## config.mk

```make
export PLATFORM = sky130hd
export DESIGN_NAME = alu_ctrl_fsm_flat
export DESIGN_NICKNAME = d
export VERILOG_FILES = /design/src/rtl/alu_ctrl_fsm_if.sv /design/src/rtl/alu_ctrl_fsm.sv /design/src/flat_wrapper.sv
export SDC_FILE = /design/constraint.sdc
export NUM_CORES = 1
export LEC_CHECK = 0
export ABC_CLOCK_PERIOD_IN_PS = 3740
export BUFFER_PORTS_ARGS = -buffer_cell sky130_fd_sc_hd__buf_4
export CAP_MARGIN = 0
export CORE_MARGIN = 4
export CORE_UTILIZATION = 55
export DETAILED_ROUTE_END_ITERATION = 16
export GPL_TIMING_DRIVEN = 0
export PLACE_DENSITY_LB_ADDON = 0.12
export SYNTH_ARGS = -nofsm -noshare
export SYNTH_HDL_FRONTEND = slang
export SYNTH_SLANG_ARGS = --single-unit
```

## constraint.sdc

```tcl
create_clock -name clk -period 3.74 [get_ports clk]
set_input_delay 0.187 -clock clk [delete_from_list [all_inputs] [get_ports clk]]
set_output_delay 0.187 -clock clk [all_outputs]
set_load 0.005 [all_outputs]
```

## src/rtl/alu_ctrl_fsm_if.sv

```systemverilog
// alu_ctrl_fsm_if: fetch handshake, ALU control, memory and PC strobes for the sequencer
//   master: fetch/datapath side (drives instruction, ALU zero flag, memory ready)
//   slave : sequencer side (drives instr_ready, ALU/regfile/memory/PC controls)
interface alu_ctrl_fsm_if;
  logic        instr_valid;
  logic [15:0] instr;
  logic        instr_ready;
  logic [2:0]  alu_cnt;
  logic        alu_src_imm;
  logic        alu_iszero;
  logic        reg_we;
  logic        reg_dst_rt;
  logic        wb_from_mem;
  logic        mem_re;
  logic        mem_we;
  logic        mem_ready;
  logic [1:0]  pc_sel;
  logic        pc_upd;
  logic        illegal;
  logic        mem_err;
  modport master (
    output instr_valid, instr, alu_iszero, mem_ready,
    input  instr_ready, alu_cnt, alu_src_imm, reg_we, reg_dst_rt, wb_from_mem,
           mem_re, mem_we, pc_sel, pc_upd, illegal, mem_err
  );
  modport slave (
    input  instr_valid, instr, alu_iszero, mem_ready,
    output instr_ready, alu_cnt, alu_src_imm, reg_we, reg_dst_rt, wb_from_mem,
           mem_re, mem_we, pc_sel, pc_upd, illegal, mem_err
  );
endinterface

```

## src/rtl/alu_ctrl_fsm.sv

```systemverilog
// alu_ctrl_fsm: multicycle DECODE/EXEC/MEM/WB sequencer driving a 16-bit ALU, regfile, data memory and PC
//   clk, rst : clock, asynchronous active-high reset
//   bus      : fetch valid/ready + instr in; alu_cnt/alu_src_imm out, alu_iszero in;
//              reg_we/reg_dst_rt/wb_from_mem, mem_re/mem_we with mem_ready, pc_sel/pc_upd, illegal/mem_err out
module alu_ctrl_fsm #(
  parameter int MEM_TIMEOUT = 15,
  parameter int OPC_W       = 4
) (
  input  logic          clk,
  input  logic          rst,
  alu_ctrl_fsm_if.slave bus
);
  localparam logic [2:0] IDLE = 3'd0, DECODE = 3'd1, EXEC = 3'd2, MEM = 3'd3, WB = 3'd4, ABORT = 3'd5;
  localparam logic [OPC_W-1:0] OP_R = 0, OP_ADDI = 1, OP_LW = 2, OP_SW = 3, OP_BEQ = 4, OP_BNE = 5, OP_JMP = 6;
  logic [2:0]       state_q, state_d;
  logic [OPC_W-1:0] op_q, op_d;
  logic [2:0]       funct_q, funct_d;
  logic [2:0]       alu_cnt_q, alu_cnt_d;
  logic             src_imm_q, src_imm_d;
  logic             dst_rt_q, dst_rt_d;
  logic [7:0]       cnt_q, cnt_d;
  logic             is_br, is_mem, taken;
  assign is_br  = op_q == OP_BEQ || op_q == OP_BNE;
  assign is_mem = op_q == OP_LW || op_q == OP_SW;
  assign taken  = op_q == OP_BEQ ? bus.alu_iszero : !bus.alu_iszero;
  always_comb begin
    state_d   = state_q;
    op_d      = op_q;
    funct_d   = funct_q;
    alu_cnt_d = alu_cnt_q;
    src_imm_d = src_imm_q;
    dst_rt_d  = dst_rt_q;
    cnt_d     = cnt_q;
    case (state_q)
      IDLE: if (bus.instr_valid) begin
        op_d    = bus.instr[15:16-OPC_W];
        funct_d = bus.instr[2:0];
        state_d = DECODE;
      end
      DECODE: begin
        alu_cnt_d = op_q == OP_R ? funct_q : is_br ? 3'd1 : 3'd0;
        src_imm_d = op_q == OP_ADDI || is_mem;
        dst_rt_d  = op_q == OP_ADDI || op_q == OP_LW;
        state_d   = op_q >= OP_JMP ? IDLE : EXEC;
      end
      EXEC: begin
        cnt_d   = '0;
        state_d = is_br ? IDLE : is_mem ? MEM : WB;
      end
      MEM: if (bus.mem_ready) state_d = op_q == OP_LW ? WB : IDLE;
      else begin
        cnt_d = cnt_q + 8'd1;
        // abort gets its own cycle so the request is already dropped when mem_err pulses
        if (cnt_q + 8'd1 == 8'(MEM_TIMEOUT)) state_d = ABORT;
      end
      default: state_d = IDLE;
    endcase
  end
  always_ff @(posedge clk or posedge rst)
    if (rst) begin
      state_q   <= IDLE;
      op_q      <= '0;
      funct_q   <= '0;
      alu_cnt_q <= '0;
      src_imm_q <= 1'b0;
      dst_rt_q  <= 1'b0;
      cnt_q     <= '0;
    end else begin
      state_q   <= state_d;
      op_q      <= op_d;
      funct_q   <= funct_d;
      alu_cnt_q <= alu_cnt_d;
      src_imm_q <= src_imm_d;
      dst_rt_q  <= dst_rt_d;
      cnt_q     <= cnt_d;
    end
  assign bus.instr_ready = state_q == IDLE;
  assign bus.alu_cnt     = alu_cnt_q;
  assign bus.alu_src_imm = src_imm_q;
  assign bus.reg_dst_rt  = dst_rt_q;
  assign bus.reg_we      = state_q == WB;
  assign bus.wb_from_mem = state_q == WB && op_q == OP_LW;
  assign bus.mem_re      = state_q == MEM && op_q == OP_LW;
  assign bus.mem_we      = state_q == MEM && op_q == OP_SW;
  assign bus.illegal     = state_q == DECODE && op_q > OP_JMP;
  assign bus.mem_err     = state_q == ABORT;
  assign bus.pc_upd      = (state_q == DECODE && op_q >= OP_JMP) || (state_q == EXEC && is_br) ||
                           (state_q == MEM && op_q == OP_SW && bus.mem_ready) || state_q == WB || state_q == ABORT;
  assign bus.pc_sel      = state_q == DECODE && op_q == OP_JMP ? 2'd2 :
                           state_q == EXEC && is_br && taken ? 2'd1 : 2'd0;
endmodule

```

## src/flat_wrapper.sv

```systemverilog
// flat-port wrapper written by rule: the top's interface ports become plain ports
module alu_ctrl_fsm_flat 
#(
  parameter int MEM_TIMEOUT = 15,
  parameter int OPC_W       = 4
)
  (clk, rst, bus_instr_valid, bus_instr, bus_alu_iszero, bus_mem_ready, bus_instr_ready, bus_alu_cnt, bus_alu_src_imm, bus_reg_we, bus_reg_dst_rt, bus_wb_from_mem, bus_mem_re, bus_mem_we, bus_pc_sel, bus_pc_upd, bus_illegal, bus_mem_err);
  alu_ctrl_fsm_if bus_i ();
  input  logic clk;
  input  logic rst;
  input wire logic [$bits(bus_i.instr_valid)-1:0] bus_instr_valid;
  input wire logic [$bits(bus_i.instr)-1:0] bus_instr;
  input wire logic [$bits(bus_i.alu_iszero)-1:0] bus_alu_iszero;
  input wire logic [$bits(bus_i.mem_ready)-1:0] bus_mem_ready;
  output wire logic [$bits(bus_i.instr_ready)-1:0] bus_instr_ready;
  output wire logic [$bits(bus_i.alu_cnt)-1:0] bus_alu_cnt;
  output wire logic [$bits(bus_i.alu_src_imm)-1:0] bus_alu_src_imm;
  output wire logic [$bits(bus_i.reg_we)-1:0] bus_reg_we;
  output wire logic [$bits(bus_i.reg_dst_rt)-1:0] bus_reg_dst_rt;
  output wire logic [$bits(bus_i.wb_from_mem)-1:0] bus_wb_from_mem;
  output wire logic [$bits(bus_i.mem_re)-1:0] bus_mem_re;
  output wire logic [$bits(bus_i.mem_we)-1:0] bus_mem_we;
  output wire logic [$bits(bus_i.pc_sel)-1:0] bus_pc_sel;
  output wire logic [$bits(bus_i.pc_upd)-1:0] bus_pc_upd;
  output wire logic [$bits(bus_i.illegal)-1:0] bus_illegal;
  output wire logic [$bits(bus_i.mem_err)-1:0] bus_mem_err;
  assign bus_i.instr_valid = bus_instr_valid;
  assign bus_i.instr = bus_instr;
  assign bus_i.alu_iszero = bus_alu_iszero;
  assign bus_i.mem_ready = bus_mem_ready;
  assign bus_instr_ready = bus_i.instr_ready;
  assign bus_alu_cnt = bus_i.alu_cnt;
  assign bus_alu_src_imm = bus_i.alu_src_imm;
  assign bus_reg_we = bus_i.reg_we;
  assign bus_reg_dst_rt = bus_i.reg_dst_rt;
  assign bus_wb_from_mem = bus_i.wb_from_mem;
  assign bus_mem_re = bus_i.mem_re;
  assign bus_mem_we = bus_i.mem_we;
  assign bus_pc_sel = bus_i.pc_sel;
  assign bus_pc_upd = bus_i.pc_upd;
  assign bus_illegal = bus_i.illegal;
  assign bus_mem_err = bus_i.mem_err;
  alu_ctrl_fsm #(.MEM_TIMEOUT(MEM_TIMEOUT), .OPC_W(OPC_W)) u_core (.clk(clk), .rst(rst), .bus(bus_i));
endmodule
```

# [After elaboration in Yosys (flattened, before gate mapping)]
# Index checks and enable logic that the tools add are counted.
[word_totals] ramBits=0 latchBits=0 mem_bits_ro=0 ff_bits=23 out_inout_bits=15 memories=0
[classes] div=0 muxes=15 multipliers=0 n_addsub=1 eq_ne=15 shifts=0 reduce_logical=24 bitwise=0 order_cmp=2
[ops] op="$mux 3" n=7
[ops] op="$pmux 8 s2" n=1
[ops] op="$eq 4x3->1 const B" n=3
[ops] op="$pmux 3 s4" n=1
[ops] op="$logic_and 1x1->1" n=9
[ops] op="$add 8x1->8 const B" n=1
[ops] op="$eq 4x2->1 const B" n=2
[ops] op="$eq 8x4->1 const B" n=1
[ops] op="$logic_or 1x1->1" n=8
[ops] op="$mux 8" n=1
[ops] op="$eq 3x2->1 const B" n=2
[ops] op="$eq 3x3->1 const B" n=2
[ops] op="$reduce_and 2->1" n=3
[ops] op="$eq 4x1->1 const B" n=1
[ops] op="$ge 4x3->1 const B" n=1
[ops] op="$gt 4x3->1 const B" n=1
[ops] op="$logic_not 4->1" n=1
[ops] op="$mux 2" n=2
[ops] op="$ne 2x2->1 const B" n=2
[ops] op="$eq 3x1->1 const B" n=1
[ops] op="$logic_not 3->1" n=1
[ops] op="$mux 1" n=3
[ops] op="$ne 3x2->1 const B" n=1
[ops] op="$reduce_bool 2->1" n=1
[ops] op="$logic_not 1->1" n=1

# [Longest topological paths before layout]
[logic_depth] depth_word=7 ltp_mapped=6 depth_no_buf=6

# [Least setup slack after synthesis]
# Ideal clock, no wire load.
[synth_timing] path_kind="reg-to-reg" from="reg u_core.state_q[0]" to="reg u_core.funct_q[0]" period_less_slack_ns=1.420 setup_slack_ns=2.320 path_stages_with_launch=6 t_arrival_ns=1.295 setup_time_ns=0.125 cell_sequence="dfrtp_1 -> buf_4 -> nor3_2 -> and2_1 -> buf_4 -> mux2_2"
[synth_via] elab_chain_cells=2
[synth_lines] element="start, declared" line_no="alu_ctrl_fsm.sv:15" source="logic [2:0] state_q, state_d;"
[synth_lines] element="start signal, assigned" line_no="alu_ctrl_fsm.sv:69" source="state_q <= state_d;"
[synth_lines] element="$logic_not 3->1"
[synth_lines] element="net bus_instr_ready" line_no="flat_wrapper.sv:15" source="output wire logic [$bits(bus_i.instr_ready)-1:0] bus_instr_ready;"
[synth_lines] element="$reduce_and 2->1 (no source line)"
[synth_lines] element="end signal, assigned" line_no="alu_ctrl_fsm.sv:71" source="funct_q <= funct_d;"
[synth_lines] element="end, declared" line_no="alu_ctrl_fsm.sv:17" source="logic [2:0] funct_q, funct_d;"
# The timed path passes the listed nets, and every way through them passes these cells.
# A chain may end at the register's enable or synchronous reset.

# [Final worst setup path]
[layout_timing] from="reg u_core.op_q[2]" to="out bus_pc_upd"
[layout_via] elab_chain_cells=7
[layout_lines] element="start, declared" line_no="alu_ctrl_fsm.sv:16" source="logic [OPC_W-1:0] op_q, op_d;"
[layout_lines] element="start signal, assigned" line_no="alu_ctrl_fsm.sv:70" source="op_q <= op_d;"
[layout_lines] element="parallel branches: the longest is 4 deep, another holds $ge 4x3->1"
[layout_lines] element="$logic_or 1x1->1 *" line_no="alu_ctrl_fsm.sv:87" source="assign bus.pc_upd = (state_q == DECODE && op_q >= OP_JMP) || (state_q == EXEC && is_br) ||"
[layout_lines] element="$logic_or 1x1->1 * (2 in series)" line_no="alu_ctrl_fsm.sv:88" source="(state_q == MEM && op_q == OP_SW && bus.mem_ready) || state_q == WB || state_q == ABORT;"
[layout_lines] element="end, declared" line_no="flat_wrapper.sv:24" source="output wire logic [$bits(bus_i.pc_upd)-1:0] bus_pc_upd;"
# Every way passes the cells marked *.

==> results.sh <==
export IMPL_max_vdd_ir_drop_uv=505
export IMPL_leakage_nw=0.711
export IMPL_cts_tree="yes"
export IMPL_power_density_mw_per_mm2=639
export IMPL_syn_to_final_growth_pct=19.8
export IMPL_synth_nets=161
export IMPL_final_cell_mix="buf_4 (30), dfrtp_1 (23), nand2_1 (16), o21ai_0 (14), nor2_1 (10)"
export IMPL_drv_slew=0
export IMPL_dieArea_mm2=0.00321
export IMPL_syn_inst=138
export IMPL_drt_iter0_drc=11
export IMPL_min_period_ns=1.94
export IMPL_worst_slack_ns=1.80
export IMPL_worst_hold_path_type="primary input to async pin"
export IMPL_cts_resized=0
export IMPL_path_buf_inv=2
export IMPL_viasPerCell=5.56
export IMPL_ys_warn_count=0
export IMPL_synthDistinctLibCells=39
export IMPL_fin_cells=196
export IMPL_worstPathMaxFanout=10
export IMPL_die_h_um=56.7
export IMPL_synth_avg_cell_area_um2=9.45
export IMPL_postRouteAntennaNets=0
export IMPL_final_core_util_pct=69.9
export IMPL_crit_type="flip-flop to output port"
export IMPL_clock_latency_ns=0.32
export IMPL_critPathTopFamily="simple AND/OR/NAND/NOR gates"
export IMPL_critPathSlowestCell="dfrtp_1"
export IMPL_cp_start_kind="flip-flop"
export IMPL_period_share_pct=51.9
export IMPL_fin_skew_ns=0.00894
export IMPL_async_reset_ff_share_pct=100
export IMPL_status="finished clean"
export IMPL_clk_path_buf_depth=2
export IMPL_antenna_found_initial=0
export IMPL_fin_tns_setup_ns=0
export IMPL_required_ns=3.55
export IMPL_grt_pass1_wl_um=4800
export IMPL_grt_total_usage_pct=19.1
export IMPL_root_buffer="clkbuf_4"
export IMPL_fmax_mhz=515
export IMPL_via_count=1089
export IMPL_chipWidth_um=56.7
export IMPL_arrival_ns=1.75
export IMPL_grt_overflow=0
export IMPL_cts_hold_buf=0
export IMPL_dp_cells=192
export IMPL_layout_commonest_cell="buf_4"
export IMPL_nNetsFinal=192
export IMPL_core_mm2=0.00223
export IMPL_rsz0062_at_grt="false"
export IMPL_slew_headroom_pct=42.9
export IMPL_ys_flop_type="dfrtp_1"
export IMPL_finalHoldViolCount=0
export IMPL_routabilityCongestion=0.827
export IMPL_grt_max_degree=24
export IMPL_drc=0
export IMPL_place_ws_ns=2.17
export IMPL_initial_core_util_pct=58.4
export IMPL_ys_seq_elements=23
export IMPL_slowest_delay_ns=0.40
export IMPL_htreeDepth=1
export IMPL_post_drt_wl_per_cell_um=14.4
export IMPL_worst_pin_slew_ns=0.855
export IMPL_firstDrtPassIters=4
export IMPL_synth_seq_area_share_pct=44.1
export IMPL_path_cells="buf_2 > nor3b_2 > nor3b_1 > nand2_1 > o211ai_1 > buf_4"
export IMPL_post_cts_buffers=0
export IMPL_setup_viol=0
export IMPL_cts_sinks=23
export IMPL_io_buffers=26
export IMPL_netlist_area_mm2=0.00130
export IMPL_grt_pass1_vias=1048
export IMPL_synth_edf_count=0
export IMPL_end_kind="output port"
export IMPL_numCtsBuffers=3
export IMPL_hpwl_um=2090
export IMPL_drv_cap=0
export IMPL_clk_pin_slew_ns=0.13
export IMPL_num_antenna_cells=0
export IMPL_wl_um=2820
export IMPL_placementRows=17
export IMPL_drive_above_1_share_pct=29.8
export IMPL_ios=36
[final timing paths]
path,from,to,slack [ns],cells past startpoint
worst min-delay path,rst,u_core.funct_q[2],0.02,2
max in group asynchronous,rst,u_core.state_q[2],3.18,2
worst min register to register,u_core.bus.reg_dst_rt,u_core.bus.reg_dst_rt,0.50,2
worst max register to register,u_core.cnt_q[0],u_core.state_q[2],2.15,5
min in group clk,bus_instr[12],u_core.op_q[0],0.08,3
worst max-delay path,u_core.op_q[2],bus_pc_upd,1.80,6
[cells by family after synthesis]
kind of cell / after synthesis / synth area share, %
AO/OA/AOI/OAI: 31 / 14.4
XOR/XNOR: 6 / 4.03
adder cells (fa/ha/maj): 2 / 1.92
buffers and inverters: 15 / 5.95
flip-flops: 23 / 44.1
multiplexers: 7 / 5.95
AND/OR/NAND/NOR: 54 / 23.6
[metrics by stage]
stage,total power [mW],hold WS (ns),area (um2)
2_1_floorplan,0.720,0.189,1300
3_5_place_dp,0.888,0.418,1530
3_3_place_gp,0.866,0.401,1530
6_report,0.998,0.0248,1560
5_1_grt,1.08,0.0764,1560
4_1_cts,1.00,0.0547,1560
[flip-flops by register name, summed over array words and instances, names as in the netlist]
name,flops
u_core.cnt_q,8
u_core.op_q,4
u_core.bus.alu_cnt,3
u_core.funct_q,3
u_core.state_q,3
u_core.bus.alu_src_imm,1
u_core.bus.reg_dst_rt,1
[cell usage after synthesis, types with 2 or more instances]
library cell / n / area, um2
nor4bb_1: 2 / 20.0
ha_1: 2 / 25.0
buf_2: 5 / 25.0
a31oi_1: 2 / 12.5
buf_4: 4 / 30.0
a21oi_1: 5 / 25.0
a22o_1: 3 / 26.3
clkbuf_1: 2 / 7.51
nand2_1: 16 / 60.1
nor3b_1: 3 / 22.5
xnor2_1: 3 / 26.3
o21ai_0: 14 / 70.1
nor2_1: 10 / 37.5
dfrtp_1: 23 / 576
nand4_1: 2 / 12.5
nand2b_1: 2 / 12.5
mux2_2: 6 / 67.6
and2_1: 2 / 12.5
xor2_1: 3 / 26.3
o31ai_1: 2 / 15.0
nand3_1: 4 / 20.0
nand3b_1: 2 / 15.0
o211ai_1: 2 / 15.0
inv_1: 4 / 15.0
[final cells by class]
type | count | area, um2
Multi-Input combinational cell | 100 | 651
Fill cell | 186 | 672
Buffer | 11 | 62.6
Inverter | 4 | 15.0
Clock buffer | 3 | 22.5
Timing Repair Buffer | 26 | 195
Sequential cell | 23 | 576
Clock inverter | 1 | 5.00
Tap cell | 28 | 35.0
[per-layer routing]
metal	up-vias	routed length, um	GRT usage (%)	part of all wire (%)
li1	548	-	-	-
met1	509	1270	24.6	45
met2	28	1360	31.0	48
met3	4	144	3.68	5.1
met4	0	46	8.47	1.6
met5	-	0	0	0
[power breakdown]
part	internal, mW	leakage (nW)	switching [mW]	total [mW]
clock	0.0401	0.0177	0.0789	0.119
combinational	0.248	0.392	0.257	0.506
sequential	0.328	0.301	0.0445	0.373
No activity file was read; power rests on OpenSTA's default activity.
